$ cat src/rtl/osd_pkg.sv
// OSD SPI link command encoding, op codes and line geometry shared by the
// transmit master and anything that issues OSD commands.
package osd_pkg;

  localparam logic [7:0] OSD_CMD_WRITE  = 8'h20;
  localparam logic [7:0] OSD_CMD_ENABLE = 8'h40;
  localparam int         OSD_LINE_BYTES = 256;

  typedef enum logic [1:0] {
    OSD_OP_DISABLE = 2'd0,
    OSD_OP_ENABLE  = 2'd1,
    OSD_OP_WRITE   = 2'd2
  } osd_op_e;

  // Op code 3 has no enum member; it is accepted and silently dropped.
  localparam logic [1:0] OSD_OP_RESERVED = 2'd3;

  // Disable shares the enable opcode with bit 0 clear.
  function automatic logic [7:0] osd_cmd_byte(input logic [1:0] op, input logic [2:0] line);
    logic [7:0] cmd;
    cmd = OSD_CMD_ENABLE;
    if (op == OSD_OP_WRITE) begin
      cmd = OSD_CMD_WRITE | {5'd0, line};
    end else if (op == OSD_OP_ENABLE) begin
      cmd = OSD_CMD_ENABLE | 8'h01;
    end
    return cmd;
  endfunction

endpackage

$ cat src/rtl/spi_bit_shifter.sv
// Shifts one byte MSB first onto SCK/DI: CLK_DIV cycles low, then CLK_DIV
// cycles high per bit. A load starts a byte; byte_done pulses on its last cycle.
module spi_bit_shifter #(
  parameter int CLK_DIV = 4
) (
  input  logic       clk_sys,
  input  logic       reset_n,
  input  logic       load,
  input  logic [7:0] load_byte,
  output logic       byte_done,
  output logic       sck,
  output logic       di
);

  localparam logic [1:0] SH_IDLE = 2'd0;
  localparam logic [1:0] SH_LOW  = 2'd1;
  localparam logic [1:0] SH_HIGH = 2'd2;

  localparam logic [7:0] DIV_LAST = 8'(CLK_DIV - 1);

  logic [1:0] state_q, state_d;
  logic [7:0] div_q, div_d;
  logic [7:0] shift_q, shift_d;
  logic [2:0] bit_q, bit_d;
  logic       phase_end;

  assign phase_end = (div_q == DIV_LAST);

  // A load always wins so a new byte can start on the same edge a phase ends.
  always_comb begin
    state_d   = state_q;
    div_d     = div_q;
    shift_d   = shift_q;
    bit_d     = bit_q;
    byte_done = 1'b0;
    case (state_q)
      SH_LOW: begin
        if (phase_end) begin
          state_d = SH_HIGH;
          div_d   = 8'd0;
        end else begin
          div_d = div_q + 8'd1;
        end
      end
      SH_HIGH: begin
        if (phase_end) begin
          div_d = 8'd0;
          if (bit_q != 3'd7) begin
            state_d = SH_LOW;
            shift_d = {shift_q[6:0], 1'b0};
            bit_d   = bit_q + 3'd1;
          end else begin
            state_d   = SH_IDLE;
            byte_done = 1'b1;
          end
        end else begin
          div_d = div_q + 8'd1;
        end
      end
      default: begin
      end
    endcase
    if (load) begin
      state_d = SH_LOW;
      div_d   = 8'd0;
      shift_d = load_byte;
      bit_d   = 3'd0;
    end
  end

  always_ff @(posedge clk_sys or negedge reset_n) begin
    if (!reset_n) begin
      state_q <= SH_IDLE;
      div_q   <= 8'd0;
      shift_q <= 8'd0;
      bit_q   <= 3'd0;
    end else begin
      state_q <= state_d;
      div_q   <= div_d;
      shift_q <= shift_d;
      bit_q   <= bit_d;
    end
  end

  assign sck = (state_q == SH_HIGH);
  assign di  = shift_q[7];

endmodule

$ cat src/rtl/osd_spi_master.sv
// Transmit side of the OSD SPI link: frames a command byte (plus 256 fetched
// payload bytes for a line write) with SPI_SS3 and paces the inter-command gap.
module osd_spi_master
  import osd_pkg::*;
#(
  parameter int CLK_DIV    = 4,
  parameter int LINE_BYTES = OSD_LINE_BYTES
) (
  input  logic       clk_sys,
  input  logic       reset_n,
  input  logic       cmd_valid,
  output logic       cmd_ready,
  input  logic [1:0] cmd_op,
  input  logic [2:0] cmd_line,
  output logic       data_req,
  output logic [7:0] data_addr,
  input  logic [7:0] data_in,
  output logic       busy,
  output logic       SPI_SCK,
  output logic       SPI_SS3,
  output logic       SPI_DI
);

  localparam logic [2:0] ST_IDLE      = 3'd0;
  localparam logic [2:0] ST_ACCEPT    = 3'd1;
  localparam logic [2:0] ST_SHIFT     = 3'd2;
  localparam logic [2:0] ST_FETCH_REQ = 3'd3;
  localparam logic [2:0] ST_FETCH_CAP = 3'd4;
  localparam logic [2:0] ST_TAIL      = 3'd5;
  localparam logic [2:0] ST_GAP       = 3'd6;

  localparam logic [8:0] TAIL_LAST = 9'(CLK_DIV - 1);
  localparam logic [8:0] GAP_LAST  = 9'(2 * CLK_DIV - 1);
  localparam logic [8:0] LINE_LEN  = 9'(LINE_BYTES);

  logic [2:0] state_q, state_d;
  logic [1:0] op_q, op_d;
  logic [2:0] line_q, line_d;
  logic [8:0] byte_cnt_q, byte_cnt_d;
  logic [8:0] wait_q, wait_d;

  logic       sh_load;
  logic [7:0] sh_byte;
  logic       sh_done;
  logic       sh_sck;
  logic       sh_di;
  logic       ss_active;

  spi_bit_shifter #(
    .CLK_DIV (CLK_DIV)
  ) u_shifter (
    .clk_sys   (clk_sys),
    .reset_n   (reset_n),
    .load      (sh_load),
    .load_byte (sh_byte),
    .byte_done (sh_done),
    .sck       (sh_sck),
    .di        (sh_di)
  );

  // The ACCEPT cycle gives every command, reserved ones included, a one-cycle
  // ready drop and lets SS3 fall on the edge after the handshake.
  always_comb begin
    state_d    = state_q;
    op_d       = op_q;
    line_d     = line_q;
    byte_cnt_d = byte_cnt_q;
    wait_d     = wait_q;
    sh_load    = 1'b0;
    sh_byte    = osd_cmd_byte(op_q, line_q);
    case (state_q)
      ST_IDLE: begin
        if (cmd_valid) begin
          op_d       = cmd_op;
          line_d     = cmd_line;
          byte_cnt_d = 9'd0;
          state_d    = ST_ACCEPT;
        end
      end
      ST_ACCEPT: begin
        if (op_q == OSD_OP_RESERVED) begin
          state_d = ST_IDLE;
        end else begin
          sh_load = 1'b1;
          state_d = ST_SHIFT;
        end
      end
      ST_SHIFT: begin
        if (sh_done) begin
          if ((op_q == OSD_OP_WRITE) && (byte_cnt_q < LINE_LEN)) begin
            state_d = ST_FETCH_REQ;
          end else begin
            state_d = ST_TAIL;
            wait_d  = 9'd0;
          end
        end
      end
      ST_FETCH_REQ: begin
        state_d = ST_FETCH_CAP;
      end
      ST_FETCH_CAP: begin
        sh_load    = 1'b1;
        sh_byte    = data_in;
        byte_cnt_d = byte_cnt_q + 9'd1;
        state_d    = ST_SHIFT;
      end
      ST_TAIL: begin
        if (wait_q == TAIL_LAST) begin
          wait_d  = 9'd0;
          state_d = ST_GAP;
        end else begin
          wait_d = wait_q + 9'd1;
        end
      end
      ST_GAP: begin
        if (wait_q == GAP_LAST) begin
          state_d = ST_IDLE;
        end else begin
          wait_d = wait_q + 9'd1;
        end
      end
      default: begin
        state_d = ST_IDLE;
      end
    endcase
  end

  always_ff @(posedge clk_sys or negedge reset_n) begin
    if (!reset_n) begin
      state_q    <= ST_IDLE;
      op_q       <= 2'd0;
      line_q     <= 3'd0;
      byte_cnt_q <= 9'd0;
      wait_q     <= 9'd0;
    end else begin
      state_q    <= state_d;
      op_q       <= op_d;
      line_q     <= line_d;
      byte_cnt_q <= byte_cnt_d;
      wait_q     <= wait_d;
    end
  end

  // Pins decode straight from reset flops, so reset parks the bus immediately.
  assign ss_active = (state_q == ST_SHIFT) || (state_q == ST_FETCH_REQ) ||
                     (state_q == ST_FETCH_CAP) || (state_q == ST_TAIL);

  assign cmd_ready = (state_q == ST_IDLE);
  assign busy      = ~cmd_ready;
  assign data_req  = (state_q == ST_FETCH_REQ);
  assign data_addr = byte_cnt_q[7:0];
  assign SPI_SS3   = ~ss_active;
  assign SPI_SCK   = sh_sck & ss_active;
  assign SPI_DI    = sh_di & ss_active;

endmodule

$ cat config.mk
export PLATFORM = sky130hd
export DESIGN_NAME = osd_spi_master
export DESIGN_NICKNAME = d
export VERILOG_FILES = /design/src/rtl/osd_pkg.sv /design/src/rtl/spi_bit_shifter.sv /design/src/rtl/osd_spi_master.sv
export SDC_FILE = /design/constraint.sdc
export NUM_CORES = 1
export LEC_CHECK = 0
export ABC_AREA = 1
export BUFFER_PORTS_ARGS = -buffer_cell sky130_fd_sc_hd__buf_4
export CAP_MARGIN = 20
export CORE_MARGIN = 5
export CORE_UTILIZATION = 55
export CTS_CLUSTER_DIAMETER = 30
export DETAILED_ROUTE_END_ITERATION = 8
export GPL_TIMING_DRIVEN = 1
export MAX_ROUTING_LAYER = met4
export PLACE_DENSITY = 0.81
export RECOVER_POWER = 25
export SLEW_MARGIN = 20
export SYNTH_ARGS = -nofsm -noshare
export SYNTH_HDL_FRONTEND = slang
export SYNTH_SLANG_ARGS = --single-unit
$ cat constraint.sdc
create_clock -name clk_sys -period 2.15 [get_ports clk_sys]
set_input_delay 0.43 -clock clk_sys [delete_from_list [all_inputs] [get_ports clk_sys]]
set_output_delay 0.43 -clock clk_sys [all_outputs]
set_load 0.03 [all_outputs]
==> results of run 1 <==
## synth_stat cells (2+ instances only)
| cell type | count |
|---|---|
| nand4_1 | 17 |
| ha_1 | 7 |
| nand3_1 | 23 |
| nand2_1 | 142 |
| inv_1 | 54 |
| o211ai_1 | 2 |
| buf_6 | 2 |
| nor3_1 | 3 |
| dfrtp_1 | 47 |
| nand2_2 | 4 |
| nor2_1 | 31 |
| a21oi_1 | 5 |
| inv_2 | 4 |
| o21ai_2 | 2 |
| o21ai_0 | 24 |
| buf_4 | 10 |
## how the worst max path moves through the flow
stage / start / cells past startpoint / endpoint
finish: state_q[0]$_DFFE_PN0P_ / 6 / SPI_SCK
global route: state_q[0]$_DFFE_PN0P_ / 6 / SPI_SCK
CTS: state_q[1]$_DFFE_PN0P_ / 6 / SPI_SCK
detailed placement: state_q[1]$_DFFE_PN0P_ / 6 / SPI_SCK
global placement: state_q[1]$_DFFE_PN0P_ / 6 / SPI_SCK
floorplan: state_q[2]$_DFFE_PN0P_ / 4 / SPI_DI
## logic make-up (layout without fill, tap and decap cells)
family | after synthesis | after routing | synth area share, %
flops | 47 | 47 | 42.5
fa+ha+maj | 7 | 7 | 3.16
buf+inv | 72 | 98 | 11.7
xor+xnor | 2 | 2 | 0.632
compound gates | 39 | 39 | 7.90
simple gates | 223 | 223 | 34.1
## cells in the final DEF (no fill, tap or decap), types with 4 or more instances in the layout
master / Yosys / layout
a21oi_1: 5 / 5
buf_4: 10 / 29
clkbuf_8: 0 / 5
dfrtp_1: 47 / 47
ha_1: 7 / 7
inv_1: 54 / 52
inv_2: 4 / 6
nand2_1: 142 / 142
nand2_2: 4 / 4
nand3_1: 23 / 22
nand4_1: 17 / 17
nor2_1: 31 / 31
o21ai_0: 24 / 24
## sequential cells by signal, indices dropped and copies added, names as in the netlist
name               cells
byte_cnt_q             9
line_q                 3
op_q                   2
state_q                3
u_shifter.bit_q        3
u_shifter.div_q        8
u_shifter.shift_q      8
u_shifter.state_q      2
wait_q                 9
## power by group through the flow
stage	sequential (mW)	combinational, mW	clock, mW
2_1_floorplan	1.28	1.37	0
3_3_place_gp	1.31	1.68	0
3_5_place_dp	1.32	1.74	0
4_1_cts	1.30	1.76	0.564
5_1_grt	1.35	2.00	0.597
6_report	1.32	1.76	0.555
## timing repair
item	in CTS	in global routing
endpoints found under the setup margin	1	2
hold buffers	0	0
gates resized for setup	2	2
endpoints found under the hold margin	0	0
## through the flow
stage | power [mW] | instance area, µm²
floorplan | 2.64 | 2780
finish | 3.63 | 3080
CTS | 3.63 | 3080
global placement | 2.98 | 2990
global route | 3.94 | 3080
detailed placement | 3.06 | 2990
## final cells by class
class / count / area (µm²) / area share (%)
clock buffer: 5 / 68.8 / 2.23
clock inverter: 3 / 18.8 / 0.609
inverter: 60 / 228 / 7.39
timing repair buffer: 30 / 223 / 7.22
multi-input combinational: 271 / 1280 / 41.7
sequential: 47 / 1180 / 38.1
tap: 67 / 83.8 / 2.72
## routing by layer
metal,vias up,global-route usage [%]
li1,1274,-
met1,1108,24.0
met2,38,33.6
met3,11,3.66
met4,0,5.91
met5,-,-
## worst min-delay path, stage by stage
cell,delay (ns)
buf_4,0.08
nand2_1,0.04
nand2_1,0.05
==> reports/results.tsv, run 1 <==
metric	value	unit
outcome	complete, no violations	
numPlacedInstances	475	
post_route_met1_wirelength	2.72	mm
met3RoutedLength	223	µm
cts.htree.levels	2	
maxUsedRoutingLayer	met4	
worst_slew_margin_rel	23.2	%
synth-main-ff-cell	dfrtp_1	
gr-total-overflow	0	
critical_path.n_buffers_inverters	3	
path_max_fanout	6	
antennaDiodeCount	0	
final-setup-viol-count	0	
timing.rr.start	state_q[0]$_DFFE_PN0P_	
design.die.area	6560	µm²
worstSetupPathType	reg -> out	
floorplan.io_pins	30	
grt_first_pass_wirelength	9.84	mm
final_util	64.0	%
cp_top_family	flip-flops	
placementRows	25	
power.share.switching	47.8	%
gpl.final_weighted_congestion	0.819	
routed_via_density	5.03	
top_area_cells_in_the_synthesized_netlist	dfrtp_1 (42%), nand2_1 (19%), inv_1 (7.3%)	
core_area	4820	µm²
share_seq_of_total_power	36.2	%
synth_enable_flop_cells	0	
detailedPlacementHpwl	4.10	mm
synth_top_cell_by_area	dfrtp_1	
whs	0.321	ns
crit_required	1.72	ns
layout_min_cycle_time	2.05	ns
cts-root-to-sink-buffers	2	
r2r-end	u_shifter.shift_q[3]$_DFFE_PN0P_	
finish.net_count	438	
start_util	57.5	%
clock_sink_count	47	
internal_power_component	1.90	mW
critical-path-slowest-cell	dfrtp_1	
combPwrFrac	48.5	%
synth_top_area_share	42.5	%
pin_count_of_the_biggest_net_entering_global_routing	48	
met2RoutedLength	2.75	mm
share_clk_of_total_power	15.3	%
worstHoldPathType	in -> reg	
setup_slack	0.103	ns
syn_area	2770	µm²
critical_path.cell_chain	inv_1, nand3_2, inv_2, nor3_4, nor2_1, buf_4	
hold_viol_final	0	
timing.critical_path.arrival	1.62	ns
dr_total_vias	2431	
layout-drive-gt1-share	13.5	%
area_growth_syn_to_layout	11.3	%
timing.critical_path.slowest_cell_delay	0.47	ns
setup_total_negative_slack	0	ns
drv.max_cap_violation_count	0	
async_flop_share	100	%
grt_antenna_before_repair	0	
post-route-drc-count	0	
num-fill-cells	416	
ys_ff_latch	47	
p_per_area	1180	nW/µm²
synth-seq-area-share	42.5	%
power.switching	1.74	mW
worst_skew_late_latency	0.31	ns
clkTransAtPathRegs	0.09	ns
min-delay-start	cmd_line[1]	
initialDrtViolationCount	172	
worst_ir_drop_vdd	0.467	mV
min_delay_worst_endpoint	line_q[1]$_DFFE_PN0P_	
total_leakage_power	1.74	nW
synthesized_net_count	413	
synthesis.yosys.warnings	0	
grt_pass1_vias	2264	
postCtsSetupRepairBufs	0	
syn_avg_cell_area	7.10	µm²
tritoncts	built	
min_delay_path_depth	3	
finClkSkew	0.00924	ns
floorplan.die.width	81.0	µm
die_y	81.0	µm
routed_wire_length_per_instance	12.0	µm
numCtsBuffers	5	
synth_cells	390	
drt_wl_total	5.78	mm
timing.final.max_slew_violations	0	
period_share	95.2	%
detail-route-antenna-nets	0	
layoutNonFillerInstCount	483	
drt_pre_antenna_iters	4	
dp_slack	0.336	ns
global_routing_usage_summed_across_all_routing_layers	19.8	%
timing.fmax	489	MHz
clock-root-buffer	clkbuf_8	
cell_depth_of_the_worst_flop_to_flop_path	8	
timing.critical_path.from_type	register	
grt_setup_unrepaired	no	
worst-r2r-setup-slack	0.38	ns
timing_worst_slew_pin_value	1.15	ns
port-buffer-count	29	
worstSetupEndpointType	output port	
yosysUniqueCellTypes	29	
No activity file was read; power rests on OpenSTA's default activity.
==> run 2, diff against run 1 <==
- CORE_ASPECT_RATIO: unset -> 1.2
==> run 2 against run 1 <==
Compared with the run above:
- cell count decreased by 1.4%
- combinational power decreased by 2%
- fmax increased by 5.0%
- non-clock buffer count unchanged
- total power decreased by 1.5%
- utilization decreased by 1.3 points
- clock-buffer cell count increased by 1
- sequential power about the same
- die area about the same
- largest cell class unchanged
- largest power group unchanged
==> reports/results.tsv, run 2 (same netlist as run 1, synthesis figures left out) <==
metric	value	unit	change
timing.critical_path.slowest_cell_delay	0.41	ns	-0.06 ns
port-buffer-count	29		unchanged
postCtsSetupRepairBufs	0		unchanged
worst_ir_drop_vdd	0.611	mV	+31%
whs	0.322	ns	+0.000500 ns
total_leakage_power	1.74	nW	-0.33%
grt_antenna_before_repair	0		unchanged
design.die.area	6560	µm²	about the same
routed_via_density	5.15		+2.3%
detail-route-antenna-nets	0		unchanged
die_y	87.7	µm	+8.4%
layoutNonFillerInstCount	476		-1.4%
critical_path.n_buffers_inverters	3		unchanged
initialDrtViolationCount	88		-49%
detailedPlacementHpwl	4.19	mm	+2.2%
tritoncts	built		
layout-drive-gt1-share	13.0	%	-0.48 points
numCtsBuffers	5		unchanged
cp_top_family	buffers and inverters		
cts-root-to-sink-buffers	2		unchanged
timing.rr.start	state_q[0]$_DFFE_PN0P_		
dr_total_vias	2452		+0.86%
worst_slew_margin_rel	22.6	%	-0.62 points
post-route-drc-count	0		unchanged
placementRows	28		+12%
critical-path-slowest-cell	dfrtp_1		
p_per_area	1160	nW/µm²	-1.3%
finClkSkew	0.00889	ns	-0.000356 ns
floorplan.die.width	74.8	µm	-7.6%
worst_skew_late_latency	0.30	ns	about the same
critical_path.startpoint	state_q[1]$_DFFE_PN0P_		
worstSetupEndpointType	output port		
worst-r2r-setup-slack	0.48	ns	+0.10 ns
numPlacedInstances	468		-1.5%
cts-resized-gates	0		-2
worstSetupPathType	reg -> out		
path_max_fanout	6		unchanged
finish.net_count	438		unchanged
start_util	56.5	%	-1.0 points
largestRegisters	byte_cnt_q (9), wait_q (9)		
setup_total_negative_slack	0	ns	unchanged
num-fill-cells	430		+3.4%
timing.critical_path.arrival	1.52	ns	-0.10 ns
grt_pass1_vias	2355		+4.0%
final_area	3080	µm²	-0.24%
layout_commonest_cell	nand2_1		
layout_min_cycle_time	1.95	ns	-0.0977 ns
final-setup-viol-count	0		unchanged
antennaDiodeCount	0		unchanged
routed_wire_length_per_instance	11.7	µm	-2.5%
clkTransAtPathRegs	0.09	ns	about the same
critical_path.cell_chain	inv_1, nand3_2, inv_2, nor3_4, nor2_1, buf_4		
mostFrequentLayoutCells	nand2_1 (142), inv_1 (53), dfrtp_1 (47)		
worstHoldPathType	in -> reg		
hold_viol_final	0		unchanged
min-delay-start	cmd_line[1]		
area_growth_syn_to_layout	11.0	%	
period_share	90.7	%	-4.5 points
timing_worst_slew_pin_value	1.16	ns	+0.00929 ns
pin_count_of_the_biggest_net_entering_global_routing	48		unchanged
drt_pre_antenna_iters	4		unchanged
cts.htree.levels	2		unchanged
cts_hold_buffers	0		unchanged
gr-total-overflow	0		unchanged
global_routing_usage_summed_across_all_routing_layers	19.8	%	about the same
clock_sink_count	47		unchanged
grt_first_pass_wirelength	9.83	mm	about the same
core_area	4900	µm²	+1.8%
drv.max_cap_violation_count	0		unchanged
floorplan.io_pins	30		unchanged
clock-root-buffer	clkbuf_8		
gpl.final_weighted_congestion	0.963		+17%
timing.critical_path.from_type	register		
crit_required	1.72	ns	about the same
outcome	complete, no violations		
post_dp_area	2980	µm²	-0.29%
drt_wl_total	5.55	mm	-3.9%
timing.final.max_slew_violations	0		unchanged
grt_setup_unrepaired	no		
timing.fmax	513	MHz	+5.0%
## run 2: cell types whose count changed in the layout (fill, tap and decap cells not counted)
cell        before  now
clkinv_2         2    0
inv_2            6    5
inv_1           52   53
clkinvlp_4       0    1
clkbuf_1         0    1
## run 2: worst reg2reg max path: stages (launching register included)
cell	delay, ns
dfrtp_1	0.45
inv_1	0.10
nand3_2	0.16
nand2_2	0.10
inv_2	0.31
nand2_2	0.23
inv_4	0.15
nand2_1	0.06
nand2_1	0.06
## run 2: where the power goes
part	switching (mW)	total (mW)	internal [mW]
clock	0.307	0.540	0.234
sequential	0.191	1.31	1.12
combinational	1.18	1.72	0.545
## run 2: layout make-up
cell class | count | area, µm² | share of cell area [%]
Sequential cell | 47 | 1180 | 38.2
Timing Repair Buffer | 30 | 223 | 7.24
Multi-Input combinational cell | 271 | 1280 | 41.8
Tap cell | 60 | 75.1 | 2.44
Clock inverter | 2 | 16.3 | 0.529
Clock buffer | 6 | 72.6 | 2.36
Inverter | 60 | 228 | 7.40
## run 2: path summary, 6_finish.rpt
| path | end | cells after the start |
|---|---|---|
| max reg2reg | u_shifter.shift_q[5]$_DFFE_PN0P_ | 8 |
| max | SPI_SCK | 6 |
| max in group asynchronous | u_shifter.div_q[0]$_DFFE_PN0P_ | 1 |
| min | line_q[1]$_DFFE_PN0P_ | 3 |
| min in group asynchronous | u_shifter.shift_q[3]$_DFFE_PN0P_ | 1 |
| min reg2reg | line_q[0]$_DFFE_PN0P_ | 2 |
## run 2: metal layers
metal / track usage (%) / part of all wire (%)
met5: - / 0
met4: 6.47 / 1.6
met3: 3.44 / 3.3
met2: 33.7 / 51
met1: 23.4 / 44
## run 2: per-stage QoR
| step | power (mW) | worst slack, ns | utilization, % |
|---|---|---|---|
| final | 3.58 | 0.201 | 62.7 |
| after floorplan | 2.64 | 0.240 | - |
| after CTS | 3.59 | 0.0699 | 62.5 |
| after global placement | 2.98 | 0.509 | 60.7 |
| after detailed placement | 3.04 | 0.411 | 60.7 |
| after global routing | 3.94 | 0.0742 | 62.7 |
